===== config.mk =====
export PLATFORM = sky130hd
export DESIGN_NAME = exp_ram_arbiter
export DESIGN_NICKNAME = d
export VERILOG_FILES = /design/src/rtl/laser310_pkg.sv /design/src/rtl/exp_ram_arbiter_sync2.sv /design/src/rtl/exp_ram_arbiter.sv
export SDC_FILE = /design/constraint.sdc
export NUM_CORES = 1
export LEC_CHECK = 0
export CORE_ASPECT_RATIO = 1.4
export CORE_MARGIN = 5
export CORE_UTILIZATION = 45
export DETAILED_ROUTE_END_ITERATION = 8
export PLACE_DENSITY = 0.85
export SLEW_MARGIN = 0
export SYNTH_ARGS = -nofsm -noshare
export SYNTH_HDL_FRONTEND = slang
export SYNTH_SLANG_ARGS = --single-unit

===== constraint.sdc =====
create_clock -name clk -period 4.1 [get_ports clk]
set_clock_uncertainty 0.1 [all_clocks]
set_input_delay 0.41 -clock clk [delete_from_list [all_inputs] [get_ports clk]]
set_output_delay 0.41 -clock clk [all_outputs]
set_load 0.01 [all_outputs]

===== src/rtl/laser310_pkg.sv =====
// ---------------------------------------------------------------------------
// laser310_pkg : shared constants and FSM encoding for the expansion SRAM arbiter
// Rev 1.0
// ---------------------------------------------------------------------------
`default_nettype none

package laser310_pkg;

    localparam logic [4:0] EXP_WIN_LO    = 5'h17;   // B800h: lowest 2K page of the window
    localparam logic [4:0] FIXED_PAGE    = 5'h17;   // page always mapped to physical bank 0
    localparam logic [3:0] BANK_PORT_DEF = 4'b0111;

    typedef enum logic [1:0] {
        ST_IDLE  = 2'd0,
        ST_SETUP = 2'd1,
        ST_WE    = 2'd2,
        ST_HOLD  = 2'd3
    } arb_state_t;

    function automatic int max2(input int a, input int b);
        return (a > b) ? a : b;
    endfunction

endpackage

`default_nettype wire


===== src/rtl/exp_ram_arbiter_sync2.sv =====
// ---------------------------------------------------------------------------
// sync2 : two-flop synchroniser for asynchronous Z80 strobes
// Rev 1.0
// ---------------------------------------------------------------------------
`default_nettype none

module sync2 #(
    parameter int               WIDTH   = 4,
    parameter logic [WIDTH-1:0] RST_VAL = '1
) (
    input  logic             clk,
    input  logic             rst,
    input  logic [WIDTH-1:0] i_d,
    output logic [WIDTH-1:0] o_q
);

    logic [WIDTH-1:0] r_meta;
    logic [WIDTH-1:0] r_sync;

    always_ff @(posedge clk or posedge rst) begin
        if (rst) begin
            r_meta <= RST_VAL;
            r_sync <= RST_VAL;
        end else begin
            r_meta <= i_d;
            r_sync <= r_meta;
        end
    end

    assign o_q = r_sync;

endmodule

`default_nettype wire


===== src/rtl/exp_ram_arbiter.sv =====
// ---------------------------------------------------------------------------
// exp_ram_arbiter : shares the 64K expansion SRAM between the banked Z80 window and a loader port
// Rev 1.0
// ---------------------------------------------------------------------------
`default_nettype none

module exp_ram_arbiter
    import laser310_pkg::*;
#(
    parameter int         RAM_AW       = 16,
    parameter int         SETUP_CYCLES = 1,
    parameter int         WE_CYCLES    = 2,
    parameter logic [1:0] BANK_RESET   = 2'b01,
    parameter logic [3:0] BANK_PORT    = BANK_PORT_DEF
) (
    input  logic              clk,
    input  logic              RESET,
    input  logic [15:0]       Z80_A,
    input  logic [3:0]        AddrIO,
    input  logic              MREQ_N,
    input  logic              IORQ_N,
    input  logic              RD_N,
    input  logic              WR_N,
    input  logic [1:0]        D1D0,
    input  logic              ld_valid,
    input  logic [RAM_AW-1:0] ld_addr,
    input  logic [7:0]        ld_data,
    output logic              ld_ready,
    output logic [RAM_AW-1:0] RAM_ADDR,
    output logic [7:0]        RAM_DOUT,
    output logic              RAM_DOE,
    output logic              RAM_CS_N,
    output logic              RAM_OE_N,
    output logic              RAM_WE_N,
    output logic              WAIT_N,
    output logic [1:0]        bank
);

    localparam int               c_CW       = $clog2(max2(SETUP_CYCLES, WE_CYCLES)) + 1;
    localparam logic [c_CW-1:0]  c_SETUP_LD = c_CW'(SETUP_CYCLES - 1);
    localparam logic [c_CW-1:0]  c_WE_LD    = c_CW'(WE_CYCLES - 1);

    logic [3:0]        w_s;
    logic              w_s_mreq_n, w_s_iorq_n, w_s_rd_n, w_s_wr_n;
    arb_state_t        r_state, w_state_nxt;
    logic [c_CW-1:0]   r_cnt, w_cnt_nxt;
    logic [RAM_AW-1:0] r_addr;
    logic [7:0]        r_data;
    logic [1:0]        r_bank;
    logic              r_iow_prev;
    logic              w_iow_lvl;
    logic              w_accept;
    logic              w_hit_raw, w_hit;
    logic [15:0]       w_z80_addr;

    sync2 #(.WIDTH(4), .RST_VAL(4'hF)) u_sync (
        .clk (clk),
        .rst (RESET),
        .i_d ({MREQ_N, IORQ_N, RD_N, WR_N}),
        .o_q (w_s)
    );

    assign {w_s_mreq_n, w_s_iorq_n, w_s_rd_n, w_s_wr_n} = w_s;

    // Bank register: update only on the entry edge of an I/O write so one OUT gives one update.
    assign w_iow_lvl = !w_s_iorq_n & !w_s_wr_n;

    always_ff @(posedge clk or posedge RESET) begin
        if (RESET) begin
            r_bank     <= BANK_RESET;
            r_iow_prev <= 1'b0;
        end else begin
            r_iow_prev <= w_iow_lvl;
            if (w_iow_lvl && !r_iow_prev && w_s_mreq_n && w_s_rd_n && (AddrIO == BANK_PORT))
                r_bank <= D1D0;
        end
    end

    assign bank = r_bank;

    assign w_hit_raw  = !MREQ_N & IORQ_N & (Z80_A[15:11] >= EXP_WIN_LO);
    assign w_hit      = w_hit_raw & (RD_N ^ WR_N);
    assign w_z80_addr = {(Z80_A[15:11] == FIXED_PAGE) ? 2'b00 : r_bank, Z80_A[13:0]};

    // Z80 has priority: a low MREQ_N, raw or synchronised, holds the loader off.
    assign w_accept = (r_state == ST_IDLE) & ld_valid & w_s_mreq_n & MREQ_N & !RESET;
    assign ld_ready = w_accept;

    always_ff @(posedge clk or posedge RESET) begin
        if (RESET) begin
            r_state <= ST_IDLE;
            r_cnt   <= '0;
            r_addr  <= '0;
            r_data  <= '0;
        end else begin
            r_state <= w_state_nxt;
            r_cnt   <= w_cnt_nxt;
            if (w_accept) begin
                r_addr <= ld_addr;
                r_data <= ld_data;
            end
        end
    end

    always_comb begin
        w_state_nxt = r_state;
        w_cnt_nxt   = r_cnt;
        case (r_state)
            ST_IDLE: begin
                if (w_accept) begin
                    w_state_nxt = ST_SETUP;
                    w_cnt_nxt   = c_SETUP_LD;
                end
            end
            ST_SETUP: begin
                if (r_cnt == '0) begin
                    w_state_nxt = ST_WE;
                    w_cnt_nxt   = c_WE_LD;
                end else begin
                    w_cnt_nxt = r_cnt - 1'b1;
                end
            end
            ST_WE: begin
                if (r_cnt == '0)
                    w_state_nxt = ST_HOLD;
                else
                    w_cnt_nxt = r_cnt - 1'b1;
            end
            default: w_state_nxt = ST_IDLE;
        endcase
    end

    always_comb begin
        RAM_ADDR = RAM_AW'(w_z80_addr);
        RAM_DOE  = 1'b0;
        RAM_CS_N = !w_hit;
        RAM_OE_N = !(w_hit & !RD_N);
        RAM_WE_N = !(w_hit & !WR_N);
        if (r_state != ST_IDLE) begin
            RAM_ADDR = r_addr;
            RAM_DOE  = 1'b1;
            RAM_CS_N = 1'b0;
            RAM_OE_N = 1'b1;
            RAM_WE_N = (r_state != ST_WE);
        end
    end

    assign RAM_DOUT = r_data;
    assign WAIT_N   = !((r_state != ST_IDLE) & w_hit_raw);

endmodule

`default_nettype wire


==> flow_metrics.env <==
export IMPL_hold_buffers=0
export IMPL_drive_above_1_share_pct=28.0
export IMPL_maxCapViolations=0
export IMPL_die_area_um2=5700
export IMPL_cts_reportedPaths_clkPinSlew_ns=0.08
export IMPL_cts_resized=0
export IMPL_place_area_um2=2770
export IMPL_grt_antenna_before_repair=0
export IMPL_synth_most_common_cell="dfrtp_1"
export IMPL_clk_latency_ns=0.29
export IMPL_postRouteAntennaNets=0
export IMPL_utilization_pct=69.1
export IMPL_p_per_area_nw_per_um2=644
export IMPL_vias=1352
export IMPL_register_area_um2=987
export IMPL_cp_common_cell="inv_1"
export IMPL_finalSetupViolCount=0
export IMPL_io_buffers=84
export IMPL_met2_usage_pct=28.9
export IMPL_synth_edf_count=0
export IMPL_critPathKind="register to primary output"
export IMPL_yosysWarnings=0
export IMPL_status="complete, no violations"
export IMPL_fill_cells=302
export IMPL_drt_total_wl_mm=4.46
export IMPL_fmaxAchievable_mhz=297
export IMPL_synthFlopType="dfrtp_1"
export IMPL_cts_setup_buffers=0
export IMPL_gr_total_overflow=0
export IMPL_post_synth_num_cell_types=28
export IMPL_ios=85
export IMPL_multi_input_area_um2=832
export IMPL_vdd_drop_max_mv=0.403
export IMPL_chipHeight_um=87.3
export IMPL_start_util_pct=46.1
export IMPL_nets=283
export IMPL_met1_usage_pct=18.7
export IMPL_synth_avg_cell_area_um2=14.1
export IMPL_synth_seq_cells=39
export IMPL_place_ws_ns=1.03
export IMPL_diodes=0
export IMPL_core_area_um2=4170
export IMPL_firstDrtPassIters=4
export IMPL_synthCells=136
export IMPL_cts_buffers=5
export IMPL_critPathArrivalTime_ns=2.86
export IMPL_crit_chain="inv_1 -> ha_1 -> inv_2 -> or2_1 -> buf_4 -> inv_1 -> clkdlybuf4s50_1"
export IMPL_grt_util_all_layers_pct=16.7
export IMPL_drc_errors=0
export IMPL_clock_tree_buffer_depth=2
export IMPL_max_slew_margin_pct=43.4
export IMPL_ctsRootBufferMaster="clkbuf_8"
export IMPL_hold_violations=0
export IMPL_num_rows=28
export IMPL_synth_net_count=195
export IMPL_finalCriticalPeriod_ns=3.37
export IMPL_slowest_stage="ha_1"
export IMPL_grtUsageMet3_pct=5.43
export IMPL_stdcell_area_um2=2880
export IMPL_synth_top_area_share_pct=39.1
export IMPL_routabilityCongestion=0.732
export IMPL_whs_path_depth=0
export IMPL_grt_pass1_vias=1499
export IMPL_synth_common_cells="30 x dfrtp_1, 23 x mux2_2, 19 x mux2_4"
export IMPL_async_flop_share_pct=100
export IMPL_cp_max_fo=25
export IMPL_syn2layout_area_growth_pct=49.9
export IMPL_viasPerCell=5.01
export IMPL_drtIter0Drc=22
export IMPL_reg2reg_depth=6
export IMPL_clkSinkCount=39
export IMPL_finalHoldWorstSlack_ns=0.258
export IMPL_cp_end_kind="primary output"
export IMPL_ys_top_cells_by_area="dfrtp_1 39%, mux2_4 15%, mux2_2 13%, dfstp_2 12%, ha_1 3.9%"
export IMPL_wl_per_cell_um=16.5
export IMPL_drv_slew=0
export IMPL_leakage_nw=1.30
export IMPL_seq_area_frac_synth_pct=51.4
export IMPL_start_kind="register"
export IMPL_die_w_um=65.2
export IMPL_tns_ns=0
export IMPL_min_period_over_period_pct=82.2
export IMPL_slowest_delay_ns=0.71
export IMPL_grt_max_degree=26
export IMPL_hold_path_class="register to register"
export IMPL_yosys_area_top_type="dfrtp_1"
export IMPL_h_tree_depth=2
export IMPL_cts_tree="built"
export IMPL_fin_ws_ns=0.732
export IMPL_cp_required_ns=3.59
export IMPL_grt_pass1_wl_mm=7.07
export IMPL_grt_setup_unrepaired="no"
export IMPL_place_hpwl_mm=3.54
export IMPL_worst_slew_pin_slew_ns=0.849
export IMPL_grt_busiest_layer="met2"
export IMPL_syn_cell_area_um2=1920
## path summary, 6_finish.rpt
kind	startpoint	endpoint	slack, ns
max in group asynchronous	RESET	r_addr[4]	2.77
hold / removal	u_sync.r_meta[1]	u_sync.o_q[1]	0.26
setup / recovery	r_state[0]	ld_ready	0.73
min in group asynchronous	RESET	r_addr[15]	0.41
setup reg to reg	r_state[0]	r_addr[4]	1.61
hold reg to reg	u_sync.r_meta[1]	u_sync.o_q[1]	0.26
## cell families (layout without fill, tap and decap cells)
logic type	after synthesis	count (layout)	synth area share [%]
buffers and inverters	16	105	5.34
muxes	42	42	28.3
xor gates and xnor gates	1	1	0.456
AOI/OAI and AO/OA	13	13	4.36
adders and majority gates	6	6	3.91
DFF	39	39	51.4
and+or+nand+nor	19	19	6.25
## registers in the layout, summed over array words and instances, names as in the netlist
signal / cells
u_sync.o_q: 4
r_state: 2
r_addr: 16
bank: 2
u_sync.r_meta: 4
RAM_DOUT: 8
r_iow_prev: 1
r_cnt: 2
## where the power goes
group,internal [mW],switching [mW]
combinational,0.605,0.349
sequential,0.525,0.0832
clock,0.157,0.137
total,1.29,0.569
## area by class of cell
class / instances / area share [%]
Clock buffer: 6 / 3.26
Clock inverter: 2 / 0.478
Inverter: 11 / 1.43
Multi-Input combinational cell: 81 / 28.9
Sequential cell: 39 / 34.3
Tap cell: 45 / 1.95
Timing Repair Buffer: 86 / 29.7
## stage by stage
step           cells  power, mW
6_report         270       1.86
3_5_place_dp     262       1.57
2_1_floorplan    136       1.13
5_1_grt          270       1.98
4_1_cts          270       1.88
3_3_place_gp     262       1.55
## worst max-delay path: cells and delay by family, from the launching register on
family	cells	cell delay [ns]
DFF	1	0.41
adders and majority gates	1	0.71
buffers and inverters	5	1.16
and+or+nand+nor	1	0.27
## cells in the final DEF, fill, tap and decap left out, types with 2 or more instances in the layout
master and count:
clkdlybuf4s50_1 84, o2bb2ai_1 2, buf_4 2, dfstp_2 9
mux2_4 19, nor2b_1 2, mux2_2 23, nand3_1 2
clkbuf_8 5, ha_1 6, inv_1 10, dfrtp_1 30
o21ai_0 4, a21oi_1 4, nor2_1 3, nand2_1 5
## routing by layer
layer | wire length [um] | up-vias
met2 | 2400 | 54
met5 | 0 | -
met3 | 304 | 9
met1 | 1650 | 643
li1 | - | 646
met4 | 109 | 0
Power figures use the tool's default switching activity.
